**src/rtl/cell_blank_picker.sv**
```systemverilog
// cell_blank_picker
// Draws random (row,col) pairs from the LFSR generator, rejects out-of-range or
// already-blanked cells, and emits one write strobe per Sudoku cell to blank.
// After MAX_REJECT consecutive rejects it takes the lowest unused cell instead,
// so every run finishes. An 81-bit mask records which cells are already blank.
// Optional feature: define SYMMETRIC_BLANK_EN to also blank the point-mirrored
// cell (8-r,8-c) after each pick, while the total still equals the target.
module cell_blank_picker #(
    parameter int SETTLE     = 2,
    parameter int MAX_REJECT = 255
) (
    input  logic       clka,
    input  logic       restart,
    input  logic       start,
    input  logic [6:0] num_blanks,
    input  logic [3:0] rand_A,
    input  logic [3:0] rand_B,
    output logic       gen_rand_flag,
    output logic       cell_we,
    output logic [3:0] cell_row,
    output logic [3:0] cell_col,
    output logic       busy,
    output logic       done,
    output logic [7:0] fallbacks
);

    localparam logic [2:0] S_IDLE   = 3'd0;
    localparam logic [2:0] S_REQ    = 3'd1;
    localparam logic [2:0] S_WAIT   = 3'd2;
    localparam logic [2:0] S_CHECK  = 3'd3;
    localparam logic [2:0] S_SCAN   = 3'd4;
    localparam logic [2:0] S_WRITE  = 3'd5;
    localparam logic [2:0] S_DONE   = 3'd6;
`ifdef SYMMETRIC_BLANK_EN
    localparam logic [2:0] S_WRITE2 = 3'd7;
`endif

    localparam logic [6:0] CELLS       = 7'd81;
    localparam logic [6:0] CENTER_IDX  = 7'd40;
    localparam logic [6:0] LAST_IDX    = 7'd80;
    localparam logic [7:0] SETTLE_LOAD = 8'(SETTLE);
    localparam logic [7:0] REJECT_LIM  = 8'(MAX_REJECT);

    logic [2:0]  state;
    logic [7:0]  settle_cnt;
    logic [7:0]  rej_cnt;
    logic [80:0] mask;
    logic [6:0]  count;
    logic [6:0]  target;
    logic [3:0]  row_q;
    logic [3:0]  col_q;
    logic [7:0]  fb_q;

    logic [6:0]  draw_idx;
    logic        draw_in_range;
    logic        draw_ok;
    logic [6:0]  wr_idx;
    logic [6:0]  count_inc;
    logic        last_cell;
    logic [7:0]  rej_next;
    logic [3:0]  scan_row;
    logic [3:0]  scan_col;
    logic [6:0]  clamped_target;
`ifdef SYMMETRIC_BLANK_EN
    logic [6:0]  mir_idx;
    logic        mirror_go;
`endif

    // Linear board index 9*row+col, kept to 7 bits (max 80 for legal coords).
    function automatic logic [6:0] cell_index(input logic [3:0] row, input logic [3:0] col);
        logic [6:0] r7;
        r7 = {3'b000, row};
        return (r7 << 3) + r7 + {3'b000, col};
    endfunction

    // Saturating increment for the fallback counter.
    function automatic logic [7:0] sat_inc8(input logic [7:0] v);
        return (v == 8'hFF) ? v : v + 8'd1;
    endfunction

    // Requests above the board size are clamped to a full board.
    function automatic logic [6:0] clamp_target(input logic [6:0] n);
        return (n > CELLS) ? CELLS : n;
    endfunction

    assign draw_idx       = cell_index(rand_A, rand_B);
    assign draw_in_range  = (rand_A <= 4'd8) && (rand_B <= 4'd8);
    assign draw_ok        = draw_in_range && !mask[draw_idx];
    assign wr_idx         = cell_index(row_q, col_q);
    assign count_inc      = count + 7'd1;
    assign last_cell      = (count_inc == target);
    assign rej_next       = rej_cnt + 8'd1;
    assign clamped_target = clamp_target(num_blanks);
`ifdef SYMMETRIC_BLANK_EN
    assign mir_idx   = LAST_IDX - wr_idx;
    assign mirror_go = (wr_idx != CENTER_IDX) && !mask[mir_idx] && (count_inc < target);
`endif

    // Priority encoder over unused cells: the lowest free index wins.
    always_comb begin
        scan_row = 4'd0;
        scan_col = 4'd0;
        for (int r = 8; r >= 0; r--) begin
            for (int c = 8; c >= 0; c--) begin
                if (!mask[7'(r * 9 + c)]) begin
                    scan_row = 4'(r);
                    scan_col = 4'(c);
                end
            end
        end
    end

    // Main sequencer: request, settle, check/scan, write, repeat until target.
    always_ff @(posedge clka or posedge restart) begin
        if (restart) begin
            state      <= S_IDLE;
            settle_cnt <= 8'd0;
            rej_cnt    <= 8'd0;
            mask       <= '0;
            count      <= 7'd0;
            target     <= 7'd0;
            row_q      <= 4'd0;
            col_q      <= 4'd0;
            fb_q       <= 8'd0;
        end else begin
            case (state)
                S_IDLE: begin
                    if (start) begin
                        target  <= clamped_target;
                        mask    <= '0;
                        count   <= 7'd0;
                        rej_cnt <= 8'd0;
                        fb_q    <= 8'd0;
                        state   <= (clamped_target == 7'd0) ? S_DONE : S_REQ;
                    end
                end
                S_REQ: begin
                    settle_cnt <= SETTLE_LOAD;
                    state      <= S_WAIT;
                end
                S_WAIT: begin
                    settle_cnt <= settle_cnt - 8'd1;
                    if (settle_cnt <= 8'd1) begin
                        state <= S_CHECK;
                    end
                end
                S_CHECK: begin
                    if (draw_ok) begin
                        row_q <= rand_A;
                        col_q <= rand_B;
                        state <= S_WRITE;
                    end else begin
                        rej_cnt <= rej_next;
                        state   <= (rej_next >= REJECT_LIM) ? S_SCAN : S_REQ;
                    end
                end
                S_SCAN: begin
                    row_q <= scan_row;
                    col_q <= scan_col;
                    fb_q  <= sat_inc8(fb_q);
                    state <= S_WRITE;
                end
                S_WRITE: begin
                    mask[wr_idx] <= 1'b1;
                    count        <= count_inc;
                    rej_cnt      <= 8'd0;
`ifdef SYMMETRIC_BLANK_EN
                    if (mirror_go) begin
                        row_q <= 4'd8 - row_q;
                        col_q <= 4'd8 - col_q;
                        state <= S_WRITE2;
                    end else begin
                        state <= last_cell ? S_DONE : S_REQ;
                    end
`else
                    state <= last_cell ? S_DONE : S_REQ;
`endif
                end
`ifdef SYMMETRIC_BLANK_EN
                S_WRITE2: begin
                    mask[wr_idx] <= 1'b1;
                    count        <= count_inc;
                    state        <= last_cell ? S_DONE : S_REQ;
                end
`endif
                S_DONE: begin
                    state <= S_IDLE;
                end
                default: begin
                    state <= S_IDLE;
                end
            endcase
        end
    end

    assign gen_rand_flag = (state == S_REQ);
`ifdef SYMMETRIC_BLANK_EN
    assign cell_we       = (state == S_WRITE) || (state == S_WRITE2);
`else
    assign cell_we       = (state == S_WRITE);
`endif
    assign cell_row      = row_q;
    assign cell_col      = col_q;
    assign busy          = (state != S_IDLE);
    assign done          = (state == S_DONE);
    assign fallbacks     = fb_q;

endmodule

```
**config.mk**
```make
export PLATFORM = sky130hd
export DESIGN_NAME = cell_blank_picker
export DESIGN_NICKNAME = d
export VERILOG_FILES = /design/src/rtl/cell_blank_picker.sv
export SDC_FILE = /design/constraint.sdc
export NUM_CORES = 1
export LEC_CHECK = 0
export CAP_MARGIN = 20
export CORE_MARGIN = 1
export CORE_UTILIZATION = 61
export CTS_BUF_LIST = sky130_fd_sc_hd__clkbuf_8 sky130_fd_sc_hd__clkbuf_16
export CTS_CLUSTER_SIZE = 10
export DETAILED_ROUTE_END_ITERATION = 12
export GPL_TIMING_DRIVEN = 0
export PLACE_DENSITY = 0.83
export SYNTH_ARGS = -nofsm -noshare
export SYNTH_HDL_FRONTEND = slang
export SYNTH_SLANG_ARGS = --single-unit
```
**constraint.sdc**
```tcl
create_clock -name clka -period 4.9 [get_ports clka]
set_clock_uncertainty 0.15 [all_clocks]
set_input_delay 0.98 -clock clka [delete_from_list [all_inputs] [get_ports clka]]
set_output_delay 0.98 -clock clka [all_outputs]
set_load 0.1 [all_outputs]
```
Word-level counts from Yosys, hierarchy flattened
Cells that the tools add are included.
Storage, ports and cells
  bits in registers: 130
  bits of input ports: 18
  word-level logic and storage cells: 211
  memories kept: 0
  output and inout bits: 20
  ROM bits: 0
  bits in writable memories: 0
  bits in latches: 0
Cells by class
  magnitude comparators: 8
  multiplexer cells: 154
  bitwise gates (word level): 1
  divide/modulo/power cells: 0
  add/subtract/negate cells: 8
  reductions and logical operators: 18
  shift operators: 0
  eq/ne operators: 13
  multipliers: 0
Operators by type and width (number)
  $mux 4: 130
  $pmux 81 s2: 1
  $mux 81: 1
  $or 81x81->81: 1
  $pmux 8 s2: 2
  $add 7x4->7: 4
  $mux 8: 3
  $pmux 8 s3: 1
  $mux 3: 6
  $pmux 3 s6: 1
  $add 8x1->8 const B: 2
  $lt 7x8->1 const B: 2
  $pmux 4 s2: 2
  $mux 7: 2
  $pmux 7 s2: 1
  $ne 2x2->1 const B: 5
  $eq 3x3->1 const B: 3
  $eq 8x8->1 const B: 1
  $ge 8x8->1 const B: 1
  $le 4x4->1 const B: 2
  $le 8x1->1 const B: 1
  $reduce_and 2->1: 4
  $reduce_bool 2->1: 4
  $sub 8x1->8 const B: 1
  other kinds (15): 21

Longest topological paths before layout
  depth in word-level cells: 65
  mapped depth: 14
  gate-level depth less buffers: 12

Least setup slack after synthesis
Ideal clock, no wire load.
  path type: in2reg
  from: input rand_A[1]
  to: register rej_cnt[1]
  cell stages on the path: 13
  path slack: 0.899 ns
  required time: 4.625 ns
  buffers on the path: 1
  arrival: 3.726 ns
  setup time: 0.125 ns
  cells stage by stage: ha_1 > ha_1 > inv_1 > fa_1 > clkbuf_1 > mux4_2 > mux2i_1 > mux2i_1 > mux2i_1 > o31a_2 > nand3_4 > nand2_1 > mux2_2
Between the ends
  cells in the longest elaborated chain, start to end: 8
  elaborated cells between the ends (all ways): 10
  classes of those cells: 2 x add/sub; 1 x order compare; 1 x eq/ne; 2 x mux; 4 x reduce/logical
Ends and longest elaborated chain
  start: declaration: line 16  | input logic [3:0] rand_A,
  $add 7x4->7 (2 in a row): line 73  | return (r7 << 3) + r7 + {3'b000, col};
  $bmux 1 s7: line 88  | assign draw_ok = draw_in_range && !mask[draw_idx];
  $mux 1 (not written as such): line 88
  $logic_not 1->1: line 88
  $logic_and 1x1->1 (*): line 88
  $ne 2x2->1 (no line) (*)
  $reduce_and 3->1 (no line) (*)
  end signal: assignment: line 153  | rej_cnt <= rej_next;
  end: declaration: line 46  | logic [7:0] rej_cnt;
Mark *: on every way between the ends. The rest lies on a longest branch, timed or not. The select of a mux whose other input is x is not followed.
A chain may end at the register's enable or synchronous reset.

Worst setup path in the final report
  from: input rand_A[3]
  to: register rej_cnt[1]
The elaborated chain is that of the path after synthesis.

==> results.sh <==
export IMPL_r2r_worst_path_cells=9
export IMPL_syn_cell_area_um2=7580
export IMPL_route_antenna_remaining_nets=0
export IMPL_grt_pass1_wl_um=35600
export IMPL_cp_cell_sequence="clkdlybuf4s50_1 > fa_1 > ha_1 > xor2_2 > mux4_2 > o2111ai_1 > o31a_2 > nand3_4 > nand2_1 > mux2_2"
export IMPL_relSlewSlack=0.298
export IMPL_grt_antenna_before_repair=0
export IMPL_number_of_synthesized_flops_with_an_enable_pin=0
export IMPL_fp_dieArea_um2=12900
export IMPL_detail_route_drc_violations=0
export IMPL_ir_worst_vdd_v=0.000509
export IMPL_postSynthNetCount=828
export IMPL_cpPeakStageDelay_ns=0.69
export IMPL_postCtsHoldBufs=0
export IMPL_initial_util=0.629
export IMPL_post_drt_wl_per_cell_um=21.3
export IMPL_gr_usage_all_layers=0.364
export IMPL_core_area_um2=12100
export IMPL_cp_arrival_ns=4.94
export IMPL_timing_rr_start="cell_row[0]"
export IMPL_worst_pin_slew_ns=1.04
export IMPL_multi_input_comb_area_um2=4090
export IMPL_holdPathEnd="mask[63]"
export IMPL_num_vias=6971
export IMPL_clkTransAtPathRegs_ns=0.06
export IMPL_cts_setup_buffers=0
export IMPL_cpLargestDelayFamily="multiplexers"
export IMPL_layout_filler_cells=880
export IMPL_i_o_pins=38
export IMPL_power_leakage_nw=3.70
export IMPL_drt_iter0_markers=770
export IMPL_finalMaxSlewViolations=0
export IMPL_cts_root_buffer_cell="sky130_fd_sc_hd__clkbuf_16"
export IMPL_netlist_instances=786
export IMPL_timing_setup_critical_path_class="primary input to register"
export IMPL_seq_area_um2=3250
export IMPL_cts_tree="built"
export IMPL_critPathSlowestCell="sky130_fd_sc_hd__xor2_2"
export IMPL_finalHoldViolCount=0
export IMPL_timing_hold_worst_class="register to register"
export IMPL_layout_cells_non_filler=1026
export IMPL_post_route_fraction_of_the_period_consumed_by_the_critical_path=0.977
export IMPL_setup_viol_count_final=0
export IMPL_hold_path_cell_count=2
export IMPL_grt_start_max_net_pins=106
export IMPL_core_rowCount=40
export IMPL_critical_path_buf_inv_count=1
export IMPL_cts_num_sinks=130
export IMPL_max_cap_violations=0
export IMPL_reg2reg_slack_ns=1.19
export IMPL_rsz0062_at_grt="false"
export IMPL_yosysSeqAreaShare=0.429
export IMPL_routed_wl_um=21900
export IMPL_pre_cts_slack_ns=-0.346
export IMPL_viasPerCell=6.79
export IMPL_clock_insertion_delay_worst_skew_ns=0.43
export IMPL_post_route_cells_drive_above_1_share=0.0921
export IMPL_finalNetCount=888
export IMPL_die_h_um=113
export IMPL_ys_seq_elements=130
export IMPL_grt_overflow_total=0
export IMPL_drtPass1Iterations=6
export IMPL_place_port_buffers=37
export IMPL_gpl_congestion=0.989
export IMPL_hpwlAfterDp_um=15100
export IMPL_outcome="completed"
export IMPL_post_route_min_period_ns=4.79
export IMPL_highest_count_cells_in_the_layout_ignoring_fill_and_taps="sky130_fd_sc_hd__dfrtp_1, sky130_fd_sc_hd__nand2_1, sky130_fd_sc_hd__o21ai_0"
export IMPL_synth_main_ff_cell="sky130_fd_sc_hd__dfrtp_1"
export IMPL_yosysWarningCount=0
export IMPL_avgSynthCellArea_um2=9.65
export IMPL_worstSetupStartpointType="primary input"
export IMPL_max_clock_freq_ghz=0.209
export IMPL_final_common_cell="sky130_fd_sc_hd__dfrtp_1"
export IMPL_grt_pass1_vias=6852
export IMPL_p_per_area_nw_per_um2=593
export IMPL_insertedDiodeCount=0
export IMPL_rr_endpoint="mask[29]"
export IMPL_cp_required_ns=5.06
export IMPL_path_max_fanout=7
export IMPL_yosysUniqueCellTypes=61
export IMPL_cts_buffers_inserted=17
export IMPL_worst_setup_path_end_kind="register"
export IMPL_worst_slack_ns=0.115
export IMPL_placed_cells=994
export IMPL_finalCoreUtilization=0.735
export IMPL_postSynth_asyncResetShare=1.00
export IMPL_hold_path_startpoint="mask[63]"
export IMPL_area_growth_synth_to_final_pct=16.8
export IMPL_cts_buffer_depth=2
export IMPL_chipWidth_um=113
export IMPL_htree_levels=4
-- where the power goes --
group / total (mW) / leakage [nW] / switching [mW] / internal [mW]
combinational: 2.44 / 1.63 / 1.73 / 0.705
sequential: 1.42 / 1.77 / 0.184 / 1.23
clock: 1.40 / 0.308 / 0.485 / 0.913
-- tightest hold or removal path, stage by stage (launching register included) --
cell and delay (ns):
sky130_fd_sc_hd__dfrtp_1 0.34, sky130_fd_sc_hd__nand2_1 0.05, sky130_fd_sc_hd__o21ai_0 0.06
-- metrics by stage --
step	hold WS, ns	setup TNS (ns)	cell area, um2	total power [mW]
after floorplan	0.292	0	7580	3.16
after global placement	0.313	-170.07	8160	3.68
after detailed placement	0.330	-3.26	8210	3.79
after CTS	0.344	0	8850	5.21
after global routing	0.368	0	8860	5.55
final	0.345	0	8860	5.25
-- cell families (layout without fill, tap and decap cells) --
family / Yosys count / in the layout / share of synthesized area
and+or+nand+nor: 283 / 283 / 0.176
AOI/OAI and AO/OA: 222 / 222 / 0.198
DFF: 130 / 130 / 0.429
buffers and inverters: 58 / 130 / 0.0315
muxes: 39 / 39 / 0.0866
xor gates and xnor gates: 30 / 30 / 0.0356
adders and majority gates: 24 / 24 / 0.0436
-- layer usage --
| metal | global-route usage | wire, um | vias to the layer above |
|---|---|---|---|
| met5 | 0 | 0 | - |
| met2 | 0.543 | 9910 | 396 |
| li1 | - | - | 3053 |
| met4 | 0.156 | 626 | 0 |
| met1 | 0.505 | 9180 | 3462 |
| met3 | 0.0951 | 2150 | 60 |
-- registers in the layout, indices dropped and copies added, names as in the netlist --
signal	flops
settle_cnt	8
fallbacks	8
mask	81
rej_cnt	8
cell_col	4
cell_row	4
count	7
target	7
state	3
-- cell usage after synthesis, types with 3 or more instances --
master                     instances  share of area
sky130_fd_sc_hd__a21o_1            3         0.0030
sky130_fd_sc_hd__a21oi_1          32          0.021
sky130_fd_sc_hd__a221o_1           3         0.0040
sky130_fd_sc_hd__a221oi_1          3         0.0035
sky130_fd_sc_hd__a22o_1           51          0.059
sky130_fd_sc_hd__a31oi_1          12         0.0099
sky130_fd_sc_hd__and2_1            7         0.0058
sky130_fd_sc_hd__and3_1            7         0.0058
sky130_fd_sc_hd__buf_2             5         0.0033
sky130_fd_sc_hd__clkbuf_1         20         0.0099
sky130_fd_sc_hd__dfrtp_1         130           0.43
sky130_fd_sc_hd__fa_1              4          0.011
sky130_fd_sc_hd__ha_1             20          0.033
sky130_fd_sc_hd__inv_1            28          0.014
sky130_fd_sc_hd__mux2_2            3         0.0045
sky130_fd_sc_hd__mux2i_1          15          0.020
sky130_fd_sc_hd__mux4_2           21          0.062
sky130_fd_sc_hd__nand2_1         105          0.052
sky130_fd_sc_hd__nand2b_1          8         0.0066
sky130_fd_sc_hd__nand3_1          33          0.022
sky130_fd_sc_hd__nand4_1          18          0.015
sky130_fd_sc_hd__nor2_1           53          0.026
sky130_fd_sc_hd__nor2b_1           6         0.0050
sky130_fd_sc_hd__nor3_1           21          0.014
sky130_fd_sc_hd__nor4_1            5         0.0041
sky130_fd_sc_hd__o211ai_1          5         0.0050
sky130_fd_sc_hd__o21ai_0          70          0.046
sky130_fd_sc_hd__o22a_1            3         0.0035
sky130_fd_sc_hd__o22ai_1           8         0.0066
sky130_fd_sc_hd__o31ai_1           8         0.0079
sky130_fd_sc_hd__or2_2             4         0.0033
sky130_fd_sc_hd__or3_1             7         0.0058
sky130_fd_sc_hd__xnor2_1          15          0.017
sky130_fd_sc_hd__xor2_1           14          0.016
-- worst max-delay path by stage --
stage                     cells past startpoint  slack (ns)  startpoint          end
after floorplan                               1        0.30     restart  cell_col[0]
after global routing                         10        0.02   rand_A[3]   rej_cnt[7]
final                                        10        0.11   rand_A[3]   rej_cnt[1]
after detailed placement                     14       -0.35   rand_A[1]   rej_cnt[5]
after global placement                        2       -1.30     restart      mask[8]
after CTS                                    14        0.09   rand_A[1]   rej_cnt[4]
-- timing repair --
item | CTS | global route
setup endpoints to repair | 0 | 5
resized for setup | 0 | 0
hold endpoints to repair | 0 | 0
-- cell type report --
cell class,instances,area share
multi-input cells,598,0.462
clock inverters,13,0.0236
clock buffers,18,0.0496
flip-flops and latches,130,0.367
plain buffers,28,0.0143
repair buffers,42,0.0472
well taps,168,0.0237
inverters,29,0.0129
Note: power is estimated with default switching activity, not from simulation.
